### src/rtl/vga_write_arbiter_pkg.sv
// Shared constants and types for the VGA pixel-write arbiter.
package vga_write_arbiter_pkg;

  localparam int REQ_ANIM   = 0;
  localparam int REQ_MAP    = 1;
  localparam int REQ_SPRITE = 2;

  localparam int X_W = 9;
  localparam int Y_W = 8;
  localparam int C_W = 3;

  localparam int SCREEN_W = 320;
  localparam int SCREEN_H = 240;

  typedef enum logic {
    IDLE = 1'b0,
    OWN  = 1'b1
  } arb_state_t;

  // Counter must hold 0..max_burst; never narrower than one bit.
  function automatic int cnt_width(input int max_burst);
    return (max_burst < 1) ? 1 : $clog2(max_burst + 1);
  endfunction

endpackage

### src/rtl/vga_write_arbiter_if.sv
// Producer-side request/pixel bus and the arbitrated VGA write port.
interface vga_write_arbiter_if #(
  parameter int NREQ = 3,
  parameter int X_W  = vga_write_arbiter_pkg::X_W,
  parameter int Y_W  = vga_write_arbiter_pkg::Y_W,
  parameter int C_W  = vga_write_arbiter_pkg::C_W
);
  import vga_write_arbiter_pkg::*;

  logic [NREQ-1:0]     req;
  logic [NREQ-1:0]     pix_valid;
  logic [NREQ*X_W-1:0] pix_x;
  logic [NREQ*Y_W-1:0] pix_y;
  logic [NREQ*C_W-1:0] pix_color;
  logic [NREQ-1:0]     gnt;
  logic [NREQ-1:0]     accept;
  logic                busy;
  logic                plot;
  logic [X_W-1:0]      X;
  logic [Y_W-1:0]      Y;
  logic [C_W-1:0]      color;

  modport master (
    output req, pix_valid, pix_x, pix_y, pix_color,
    input  gnt, accept, busy, plot, X, Y, color
  );

  modport slave (
    input  req, pix_valid, pix_x, pix_y, pix_color,
    output gnt, accept, busy, plot, X, Y, color
  );

endinterface

### src/rtl/vga_write_arbiter_priority_pick.sv
// Lowest-index-wins pick over (req & mask): one-hot, valid and encoded index.
module priority_pick #(
  parameter int NREQ  = 3,
  parameter int IDX_W = 2
) (
  input  logic [NREQ-1:0]  req,
  input  logic [NREQ-1:0]  mask,
  output logic [NREQ-1:0]  gnt,
  output logic             valid,
  output logic [IDX_W-1:0] idx
);
  import vga_write_arbiter_pkg::*;

  always_comb begin
    gnt   = '0;
    valid = 1'b0;
    idx   = '0;
    // Scan downward so the lowest set index is the one left standing.
    for (int i = NREQ - 1; i >= 0; i--) begin
      if (req[i] && mask[i]) begin
        gnt    = '0;
        gnt[i] = 1'b1;
        valid  = 1'b1;
        idx    = IDX_W'(i);
      end
    end
  end

endmodule

### src/rtl/vga_write_arbiter.sv
// Burst-locked, boundedly-preemptible arbiter for the shared VGA pixel port,
// with a registered, screen-clipping output stage.
module vga_write_arbiter #(
  parameter int NREQ      = 3,
  parameter int X_W       = vga_write_arbiter_pkg::X_W,
  parameter int Y_W       = vga_write_arbiter_pkg::Y_W,
  parameter int C_W       = vga_write_arbiter_pkg::C_W,
  parameter int SCREEN_W  = vga_write_arbiter_pkg::SCREEN_W,
  parameter int SCREEN_H  = vga_write_arbiter_pkg::SCREEN_H,
  parameter int MAX_BURST = 64
) (
  input  logic               clock,
  input  logic               resetn,
  vga_write_arbiter_if.slave bus
);
  import vga_write_arbiter_pkg::*;

  localparam int IDX_W = (NREQ > 1) ? $clog2(NREQ) : 1;
  localparam int CNT_W = cnt_width(MAX_BURST);
  localparam logic [CNT_W-1:0] CNT_MAX = CNT_W'(MAX_BURST);

  arb_state_t       state;
  logic [IDX_W-1:0] owner;
  logic [NREQ-1:0]  gnt_q;
  logic [CNT_W-1:0] burst_cnt;
  logic             plot_q;
  logic [X_W-1:0]   x_q;
  logic [Y_W-1:0]   y_q;
  logic [C_W-1:0]   c_q;

  logic [NREQ-1:0]  accept;
  logic             own_acc, owner_req, reach_max, in_range;
  logic [X_W-1:0]   own_x;
  logic [Y_W-1:0]   own_y;
  logic [C_W-1:0]   own_c;

  logic [NREQ-1:0]  rel_mask, rel_gnt, pre_mask, pre_gnt;
  logic             rel_vld, pre_vld;
  logic [IDX_W-1:0] rel_idx, pre_idx;

  // gnt_q is one-hot (or zero), so any accept bit is the owner's.
  assign accept    = gnt_q & bus.pix_valid;
  assign own_acc   = |accept;
  assign owner_req = |(bus.req & gnt_q);

  assign own_x = bus.pix_x[32'(owner)*X_W +: X_W];
  assign own_y = bus.pix_y[32'(owner)*Y_W +: Y_W];
  assign own_c = bus.pix_color[32'(owner)*C_W +: C_W];
  assign in_range = (32'(own_x) < SCREEN_W) && (32'(own_y) < SCREEN_H);

  // Release candidates exclude the owner; preemption candidates are the
  // indices strictly below the owner (one-hot minus one).
  assign rel_mask = (state == IDLE) ? '1 : ~gnt_q;
  assign pre_mask = gnt_q - NREQ'(1);

  // Preempt once the accepted count, including this edge's pixel, reaches
  // the limit: the owner's next pixel is then held, not consumed.
  assign reach_max = (MAX_BURST != 0) &&
                     ((burst_cnt == CNT_MAX) ||
                      ((burst_cnt == CNT_MAX - CNT_W'(1)) && own_acc));

  priority_pick #(.NREQ(NREQ), .IDX_W(IDX_W)) u_rel_pick (
    .req(bus.req), .mask(rel_mask), .gnt(rel_gnt), .valid(rel_vld), .idx(rel_idx)
  );

  priority_pick #(.NREQ(NREQ), .IDX_W(IDX_W)) u_pre_pick (
    .req(bus.req), .mask(pre_mask), .gnt(pre_gnt), .valid(pre_vld), .idx(pre_idx)
  );

  always_ff @(posedge clock or negedge resetn) begin
    if (!resetn) begin
      state     <= IDLE;
      owner     <= '0;
      gnt_q     <= '0;
      burst_cnt <= '0;
    end else begin
      case (state)
        IDLE: begin
          if (rel_vld) begin
            state     <= OWN;
            owner     <= rel_idx;
            gnt_q     <= rel_gnt;
            burst_cnt <= '0;
          end
        end
        OWN: begin
          if (!owner_req) begin
            burst_cnt <= '0;
            if (rel_vld) begin
              owner <= rel_idx;
              gnt_q <= rel_gnt;
            end else begin
              state <= IDLE;
              gnt_q <= '0;
            end
          end else if (reach_max && pre_vld) begin
            owner     <= pre_idx;
            gnt_q     <= pre_gnt;
            burst_cnt <= '0;
          end else if (own_acc && (burst_cnt != CNT_MAX)) begin
            burst_cnt <= burst_cnt + CNT_W'(1);
          end
        end
        default: begin
          state <= IDLE;
          gnt_q <= '0;
        end
      endcase
    end
  end

  // Off-screen pixels are consumed but never strobed; coordinates hold.
  always_ff @(posedge clock or negedge resetn) begin
    if (!resetn) begin
      plot_q <= 1'b0;
      x_q    <= '0;
      y_q    <= '0;
      c_q    <= '0;
    end else begin
      plot_q <= own_acc && in_range;
      if (own_acc && in_range) begin
        x_q <= own_x;
        y_q <= own_y;
        c_q <= own_c;
      end
    end
  end

  assign bus.gnt    = gnt_q;
  assign bus.accept = accept;
  assign bus.busy   = (state == OWN);
  assign bus.plot   = plot_q;
  assign bus.X      = x_q;
  assign bus.Y      = y_q;
  assign bus.color  = c_q;

endmodule

### src/flat_wrapper.sv
// flat-port wrapper written by rule: the top's interface ports become plain ports
module vga_write_arbiter_flat import vga_write_arbiter_pkg::*;
#(
  parameter int NREQ      = 3,
  parameter int X_W       = vga_write_arbiter_pkg::X_W,
  parameter int Y_W       = vga_write_arbiter_pkg::Y_W,
  parameter int C_W       = vga_write_arbiter_pkg::C_W,
  parameter int SCREEN_W  = vga_write_arbiter_pkg::SCREEN_W,
  parameter int SCREEN_H  = vga_write_arbiter_pkg::SCREEN_H,
  parameter int MAX_BURST = 64
)
  (clock, resetn, bus_req, bus_pix_valid, bus_pix_x, bus_pix_y, bus_pix_color, bus_gnt, bus_accept, bus_busy, bus_plot, bus_X, bus_Y, bus_color);
  vga_write_arbiter_if #(.NREQ(NREQ), .X_W(X_W), .Y_W(Y_W), .C_W(C_W)) bus_i ();
  input  logic clock;
  input  logic resetn;
  input wire logic [$bits(bus_i.req)-1:0] bus_req;
  input wire logic [$bits(bus_i.pix_valid)-1:0] bus_pix_valid;
  input wire logic [$bits(bus_i.pix_x)-1:0] bus_pix_x;
  input wire logic [$bits(bus_i.pix_y)-1:0] bus_pix_y;
  input wire logic [$bits(bus_i.pix_color)-1:0] bus_pix_color;
  output wire logic [$bits(bus_i.gnt)-1:0] bus_gnt;
  output wire logic [$bits(bus_i.accept)-1:0] bus_accept;
  output wire logic [$bits(bus_i.busy)-1:0] bus_busy;
  output wire logic [$bits(bus_i.plot)-1:0] bus_plot;
  output wire logic [$bits(bus_i.X)-1:0] bus_X;
  output wire logic [$bits(bus_i.Y)-1:0] bus_Y;
  output wire logic [$bits(bus_i.color)-1:0] bus_color;
  assign bus_i.req = bus_req;
  assign bus_i.pix_valid = bus_pix_valid;
  assign bus_i.pix_x = bus_pix_x;
  assign bus_i.pix_y = bus_pix_y;
  assign bus_i.pix_color = bus_pix_color;
  assign bus_gnt = bus_i.gnt;
  assign bus_accept = bus_i.accept;
  assign bus_busy = bus_i.busy;
  assign bus_plot = bus_i.plot;
  assign bus_X = bus_i.X;
  assign bus_Y = bus_i.Y;
  assign bus_color = bus_i.color;
  vga_write_arbiter #(.NREQ(NREQ), .X_W(X_W), .Y_W(Y_W), .C_W(C_W), .SCREEN_W(SCREEN_W), .SCREEN_H(SCREEN_H), .MAX_BURST(MAX_BURST)) u_core (.clock(clock), .resetn(resetn), .bus(bus_i));
endmodule
### config.mk
export PLATFORM = sky130hd
export DESIGN_NAME = vga_write_arbiter_flat
export DESIGN_NICKNAME = d
export VERILOG_FILES = /design/src/rtl/vga_write_arbiter_pkg.sv /design/src/rtl/vga_write_arbiter_if.sv /design/src/rtl/vga_write_arbiter_priority_pick.sv /design/src/rtl/vga_write_arbiter.sv /design/src/flat_wrapper.sv
export SDC_FILE = /design/constraint.sdc
export NUM_CORES = 1
export LEC_CHECK = 0
export CAP_MARGIN = 20
export CORE_MARGIN = 5
export CORE_UTILIZATION = 41
export CTS_CLUSTER_SIZE = 28
export DETAILED_ROUTE_END_ITERATION = 8
export PLACE_DENSITY = 0.85
export SLEW_MARGIN = 20
export SYNTH_ARGS = -nofsm -noshare
export SYNTH_HDL_FRONTEND = slang
export SYNTH_SLANG_ARGS = --single-unit
### constraint.sdc
create_clock -name clock -period 2.3 [get_ports clock]
set_input_delay 0.46 -clock clock [delete_from_list [all_inputs] [get_ports clock]]
set_output_delay 0.46 -clock clock [all_outputs]
set_load 0.05 [all_outputs]
# Yosys cells after proc, flatten, opt, wreduce, memory -nomap -nowiden
# Index checks and enable logic that the tools add are counted.
# totals
word_cells	79
regBits	34
# classes
order_cmp	2
reduce_logical	16
n_shift	3
n_mux	36
n_mul	2
bitwise	4
addsub	2
n_eq_ne	6
# op_table
op	count
3-bit 2-to-1 mux	11
7-bit 2-to-1 mux	4
27-bit by 7-bit indexed part select with 9-bit output	1
24-bit by 6-bit indexed part select with 8-bit output	1
2-bit 2-to-1 mux	9
7-bit case mux with 2 select lines	1
1-bit logical AND	11
9-bit less-than comparator (second input constant)	1
9-bit by 5-bit indexed part select with 3-bit output	1
8-bit less-than comparator (second input constant)	1
1-bit 2-to-1 mux	8
7-bit by 1-bit adder with 7-bit output (second input constant)	1
7-bit by 6-bit equality test with 1-bit output (second input constant)	1
7-bit equality test (second input constant)	1
7-bit != test (second input constant)	1
3-bit bitwise AND	2
2-bit by 4-bit multiplier with 6-bit output (second input constant)	1
3-bit case mux with 2 select lines	1
3-bit OR reduction	2
2-bit by 2-bit multiplier with 4-bit output (second input constant)	1
4-bit != test (second input constant)	1
2-bit case mux with 2 select lines	1
2-bit AND reduction	2
3-bit != test (second input constant)	1
other kinds (6)	6

# Logic depth before layout (Yosys ltp)
# Gate-level depths: netlist of the first run.
# depth
depth_word	9
ltp_mapped	7

# By module
# A second synthesis of the first run with hierarchy kept.
# hier_totals
cells_unflattened	230
area_unflattened_um2	2219.6
# by_module_without_submodules
module	area_per_inst_um2	cells_each	n_inst	seq_area_each_um2
vga_write_arbiter	2107.0	212	1	850.8
priority_pick	56.3	9	2	0.0

# Least setup slack after synthesis of the first run
# Ideal clock, no wire load.
# synth_path
kind	register to register
from	register u_core.gnt_q[1] (netlist: u_core.bus.gnt[1])
to	register u_core.gnt_q[0] (netlist: u_core.bus.gnt[0])
path_slack_ns	0.076
path_stages_with_launch	6
t_arrival_ns	2.103
synth_period_minus_slack_ns	2.224
cell_sequence	dfrtp_1 -> a222oi_1 -> or4_1 -> a21oi_2 -> o21ai_1 -> a22o_1
# synth_via
elab_chain_len	8
elab_cells_between_ends	30
classes_between	add/sub (1); eq/ne (2); mux (15); bitwise (3); reduce/logical (9)
# synth_rtl
element	line	text
start: declaration	vga_write_arbiter.sv:24	logic [NREQ-1:0] gnt_q;
start signal: assignment	vga_write_arbiter.sv:82	gnt_q <= rel_gnt;
start signal: assignment	vga_write_arbiter.sv:91	gnt_q <= rel_gnt;
start signal: assignment	vga_write_arbiter.sv:98	gnt_q <= pre_gnt;
3-bit by 1-bit subtractor with 3-bit output / 3-bit NOT (equally long branches)	vga_write_arbiter.sv:54, vga_write_arbiter.sv:53	
1-bit logical AND / 3-bit 2-to-1 mux (equally long branches)	vga_write_arbiter_priority_pick.sv:20, vga_write_arbiter.sv:53	
1-bit 2-to-1 mux / 1-bit logical AND (equally long branches)	vga_write_arbiter_priority_pick.sv:20	if (req[i] && mask[i]) begin
1-bit 2-to-1 mux / 3-bit 2-to-1 mux (equally long branches) (2 in a row)	vga_write_arbiter_priority_pick.sv:20	
1-bit logical AND / 3-bit 2-to-1 mux (equally long branches)	vga_write_arbiter.sv:96, vga_write_arbiter.sv:89	
3-bit != test (no line) / 3-bit 2-to-1 mux (equally long branches)	-	
2-bit AND reduction (no line) / 3-bit case mux with 2 select lines (equally long branches)	-	
# Several ways; a longest one is shown, not always the timed one. The select of a mux whose other input is x is not followed.
# A chain may end at the register's enable or synchronous reset.

# Worst setup path after layout of the first run
# layout_path
from	input bus_pix_valid[1]
to	register u_core.gnt_q[0] (netlist: u_core.bus.gnt[0])
# layout_via
elab_chain_len	7
# layout_rtl
element	line	text
start: declaration	flat_wrapper.sv:17	input wire logic [$bits(bus_i.pix_valid)-1:0] bus_pix_valid;
3-bit bitwise AND	vga_write_arbiter.sv:42	assign accept = gnt_q & bus.pix_valid;
3-bit OR reduction	vga_write_arbiter.sv:43	assign own_acc = |accept;
1-bit logical AND	vga_write_arbiter.sv:60	((burst_cnt == CNT_MAX - CNT_W'(1)) && own_acc));
1-bit logical OR	vga_write_arbiter.sv:59	((burst_cnt == CNT_MAX) ||
1-bit logical AND	vga_write_arbiter.sv:96	end else if (reach_max && pre_vld) begin
3-bit != test (no line)	-	
2-bit AND reduction (no line)	-	
# No other way between the ends.

==> reports/results.md, run 1 <==
| Step | Quantity | Value |
| --- | --- | --- |
| run status | Run status | finished, final reports clean |
| worst setup path | Required time at the worst-slack endpoint | 2.47 ns |
| global routing | Global-route wire length before repair | 10500 um |
| die | Starting density of the core | 0.430 |
| die | I/O pin count | 96 |
| final layout | Layout Area Growth over Synthesis | 62.1% |
| die | Width of the die | 81.1 um |
| flow run | Number of max-cap violations | 0 |
| sta | Number of hold-slack violations in the final timing report | 0 |
| synth | Number of warnings reported in the yosys synthesis log | 0 |
| global routing | Number of antenna violations at the first check in global routing | 0 |
| sta | Final TNS setup | 0 ns |
| sta | Slew of the pin with the lowest slew margin | 0.762 ns |
| clock tree | Inserted Clock Buffers | 5 |
| hold path | Class of the most critical hold timing path | input pin to async pin |
| final layout | Fill cell total of the finished layout | 387 |
| worst setup path | Type of the setup path with the least slack | input pin to flop |
| sta | Minimum clock period | 2.27 ns |
| worst setup path | Worst reg2reg path depth | 8 |
| die | Vertical die dimension | 81.1 um |
| global routing | Via count of the first global-routing pass | 2331 |
| sta | Setup violators final | 0 |
| power | LEAKAGE | 1.44 nW |
| placement | Number of buffers inserted by port buffering | 95 |
| final layout | Multi-input logic area | 1130 sq um |
| route | Remaining number of nets flagged by the antenna check after routing | 0 |
| clock tree | Buffer levels on the longest clock path | 2 |
| clock tree | Clock sink count | 34 |
| sta | Rel. slew slack | 0.492 |
| route | Count of TritonRoute iterations in the first routing pass | 4 |
| sta | Setup Skew | 0.00753 ns |
| worst setup path | Largest fanout on the critical path | 4 |
| sta | Peak clock frequency supported by timing | 441 MHz |
| route | DRC violations left | 0 |
| route | Detail-routed via count per cell | 5.40 |
| route | Routed wire length | 6200 um |
| final layout | Fraction of layout instances using a drive strength above 1 | 0.119 |
| worst setup path | Launching element type of the critical path | input pin |
| synth | Count of different cell masters after synthesis | 44 |
| power | Total power per unit cell area | 1290 nW/um^2 |
| clock tree | Insertion delay to the later sink of the worst-skew pair | 0.28 ns |
| die | Floorplan Core Area | 4820 sq um |
| sta | Post-route setup slack | 0.0311 ns |
| synth | EDFF count, synth | 0 |
| route | Iteration-0 DRC Markers | 119 |
| worst setup path | Destination of the worst register-to-register timing path | u_core.burst_cnt[5] |
| worst setup path | Worst setup path start | bus_pix_valid[1] |
| final layout | Number of antenna cells inserted | 0 |
| synth | Synth top area share | 0.411 |
| synth | Share of synthesized registers carrying an async set or reset | 1.00 |
| clock tree | TritonCTS clock tree | built |
| synth | Number of flip-flops and latches in the synthesized netlist | 34 |
| worst setup path | Worst flop-to-flop path startpoint | u_core.bus.gnt[1] |
| placement | Worst Setup Slack post-DPL | -0.245 ns |
| global routing | Aggregate global-route resource usage | 0.203 |
| synth | Synthesized net count | 284 |
| synth | Commonest register cell after synthesis | sky130_fd_sc_hd__dfrtp_1 |
| worst setup path | Setup crit end | u_core.bus.gnt[0] |
| placement | Estimated wirelength of the detail-placed design | 4970 um |
| worst setup path | Endpoint class of the critical path | flop |
| worst setup path | Register-to-register path setup slack | 0.12 ns |
| worst setup path | Data arrival at the endpoint of the critical path | 2.43 ns |
| power | Worst voltage drop across the vdd grid | 0.674 mV |
| sta | Max Slew Vio Count | 0 |
| power | Total power after layout | 4.32 mW |
| clock tree | Post-cts gate resize count | 0 |
| synth | Top cells by area in the synthesized netlist | sky130_fd_sc_hd__dfrtp_1 (41%), sky130_fd_sc_hd__mux2i_1 (10%), sky130_fd_sc_hd__mux2_1 (7.1%) |
| synth | Area leader, netlist | sky130_fd_sc_hd__dfrtp_1 |
| synth | Share of the yosys chip area belonging to registers | 0.411 |
| sta | Worst hold slack | 0.253 ns |
| clock tree | Clock Pin Slew Worst Setup and Hold Paths | 0.06 ns |
| die | Total die area | 6570 sq um |
| clock tree | Number of buffers added for setup after CTS | 0 |
| synth | Gate count of the mapped netlist | 213 |
| final layout | Sequential Area | 851 sq um |
| route | Vias | 2126 |
| placement | Routability Congestion | 0.907 |
| synth | Post-synth design cell area | 2070 sq um |
| clock tree | Deepest level of the CTS H-tree | 2 |
| synth | Syn avg cell area | 9.72 sq um |
| clock tree | Clock root buffer master | sky130_fd_sc_hd__clkbuf_8 |
| route | Average wire per standard cell | 15.7 um |
| sta | Final cycle utilization of the critical path | 0.986 |
| sta | Setup repair after global routing missed its margin | false |
| global routing | Grt ovf | 0 |
| final layout | Final #Nets | 399 |
| global routing | Largest net degree at the start of global routing | 35 |
| die | Placement row count | 25 |
| clock tree | Number of buffers inserted by hold repair at cts | 0 |
## area by class of cell
| type | count | area share |
|---|---|---|
| Tap cell | 67 | 0.0250 |
| Inverter | 13 | 0.0145 |
| Timing Repair Buffer | 118 | 0.346 |
| Multi-Input combinational cell | 156 | 0.336 |
| Sequential cell | 34 | 0.254 |
| Clock buffer | 6 | 0.0246 |
## routing by layer
metal / vias to the layer above / global-route usage / share of wire
li1: 1013 / - / -
met1: 1007 / 0.229 / 0.38
met2: 86 / 0.365 / 0.51
met3: 20 / 0.0510 / 0.084
met4: 0 / 0.0811 / 0.028
met5: - / 0 / 0
## registers in the layout, indices dropped and copies added, names as in the netlist
signal	cells
u_core.bus.gnt	3
u_core.bus.color	3
u_core.bus.plot	1
u_core.burst_cnt	7
u_core.bus.Y	8
u_core.bus.X	9
u_core.bus.busy	1
u_core.owner	2
## power breakdown
part	switching (mW)	internal, mW
clock	0.196	0.231
combinational	1.71	1.21
sequential	0.137	0.836
total	2.04	2.28
## logic make-up after synthesis
kind of cell / after synthesis / synth area share
AO/OA/AOI/OAI: 60 / 0.210
AND/OR/NAND/NOR: 57 / 0.134
adder cells (fa/ha/maj): 3 / 0.0181
multiplexers: 35 / 0.178
XOR/XNOR: 1 / 0.00423
flip-flops: 34 / 0.411
buffers and inverters: 23 / 0.0459
## per-stage QoR
stage	area, sq um	utilization	instances
floorplan	2070	-	213
global placement	3270	0.679	388
detailed placement	3270	0.679	388
CTS	3360	0.697	394
global route	3360	0.697	394
finish	3360	0.697	394
## cell usage after synthesis (all sizes together) (2+ instances only)
master / count
a32o: 2
a22o: 2
a2bb2oi: 4
a21o: 5
nand2: 24
a31oi: 2
dfrtp: 34
and2: 4
nand3: 5
nor3: 2
buf: 4
a21oi: 7
inv: 13
a211o: 2
o21ai: 19
mux2i: 21
mux2: 14
or4: 3
nor2b: 4
or3: 3
a222oi: 2
o2bb2ai: 6
clkbuf: 6
nor4: 2
ha: 3
nand4: 2
nor2: 6
## worst max-delay path, stage by stage
cell and delay (ns):
sky130_fd_sc_hd__clkdlybuf4s50_1 0.49, sky130_fd_sc_hd__a222oi_1 0.10, sky130_fd_sc_hd__buf_4 0.16, sky130_fd_sc_hd__or4_1 0.56
sky130_fd_sc_hd__a21oi_2 0.26, sky130_fd_sc_hd__o21ai_1 0.14, sky130_fd_sc_hd__a22o_1 0.27
## layout by cell type, fill, tap and decap left out, types with 2 or more instances in the layout
| master | instances |
|---|---|
| sky130_fd_sc_hd__o2bb2ai_1 | 6 |
| sky130_fd_sc_hd__mux2i_1 | 21 |
| sky130_fd_sc_hd__buf_4 | 22 |
| sky130_fd_sc_hd__clkbuf_8 | 6 |
| sky130_fd_sc_hd__nand3_1 | 5 |
| sky130_fd_sc_hd__nand2_1 | 24 |
| sky130_fd_sc_hd__a31oi_1 | 2 |
| sky130_fd_sc_hd__a211o_1 | 2 |
| sky130_fd_sc_hd__nor2_1 | 6 |
| sky130_fd_sc_hd__dfrtp_1 | 34 |
| sky130_fd_sc_hd__nor4_1 | 2 |
| sky130_fd_sc_hd__a222oi_1 | 2 |
| sky130_fd_sc_hd__or3_1 | 3 |
| sky130_fd_sc_hd__a22o_1 | 2 |
| sky130_fd_sc_hd__nor2b_1 | 4 |
| sky130_fd_sc_hd__nor3_1 | 2 |
| sky130_fd_sc_hd__a21oi_1 | 6 |
| sky130_fd_sc_hd__inv_1 | 13 |
| sky130_fd_sc_hd__o21ai_0 | 13 |
| sky130_fd_sc_hd__o21ai_1 | 5 |
| sky130_fd_sc_hd__and2_1 | 4 |
| sky130_fd_sc_hd__buf_12 | 4 |
| sky130_fd_sc_hd__clkdlybuf4s50_1 | 91 |
| sky130_fd_sc_hd__a2bb2oi_1 | 4 |
| sky130_fd_sc_hd__or4_1 | 3 |
| sky130_fd_sc_hd__mux2_1 | 13 |
| sky130_fd_sc_hd__nand4_1 | 2 |
| sky130_fd_sc_hd__a32o_1 | 2 |
| sky130_fd_sc_hd__ha_1 | 3 |
| sky130_fd_sc_hd__a21o_1 | 5 |
## how the worst min path moves through the flow
| stage | start | endpoint | slack, ns | depth (start not counted) |
|---|---|---|---|---|
| 6_report | resetn | u_core.bus.X[1] | 0.25 | 1 |
| 5_1_grt | resetn | u_core.bus.X[5] | 0.31 | 1 |
| 4_1_cts | resetn | u_core.burst_cnt[4] | 0.27 | 1 |
| 3_5_place_dp | u_core.bus.Y[3] | u_core.bus.Y[3] | 0.48 | 1 |
| 3_3_place_gp | u_core.bus.Y[1] | u_core.bus.Y[1] | 0.47 | 1 |
| 2_1_floorplan | resetn | u_core.burst_cnt[0] | 0.16 | 0 |
(Power assumes the default switching activity.)
==> inputs of run 2 (changes only) <==
SKIP_LAST_GASP = 1   (was not set)
==> results of run 2 <==
No change in the layout: final DEF, timing and power equal those of run 1.
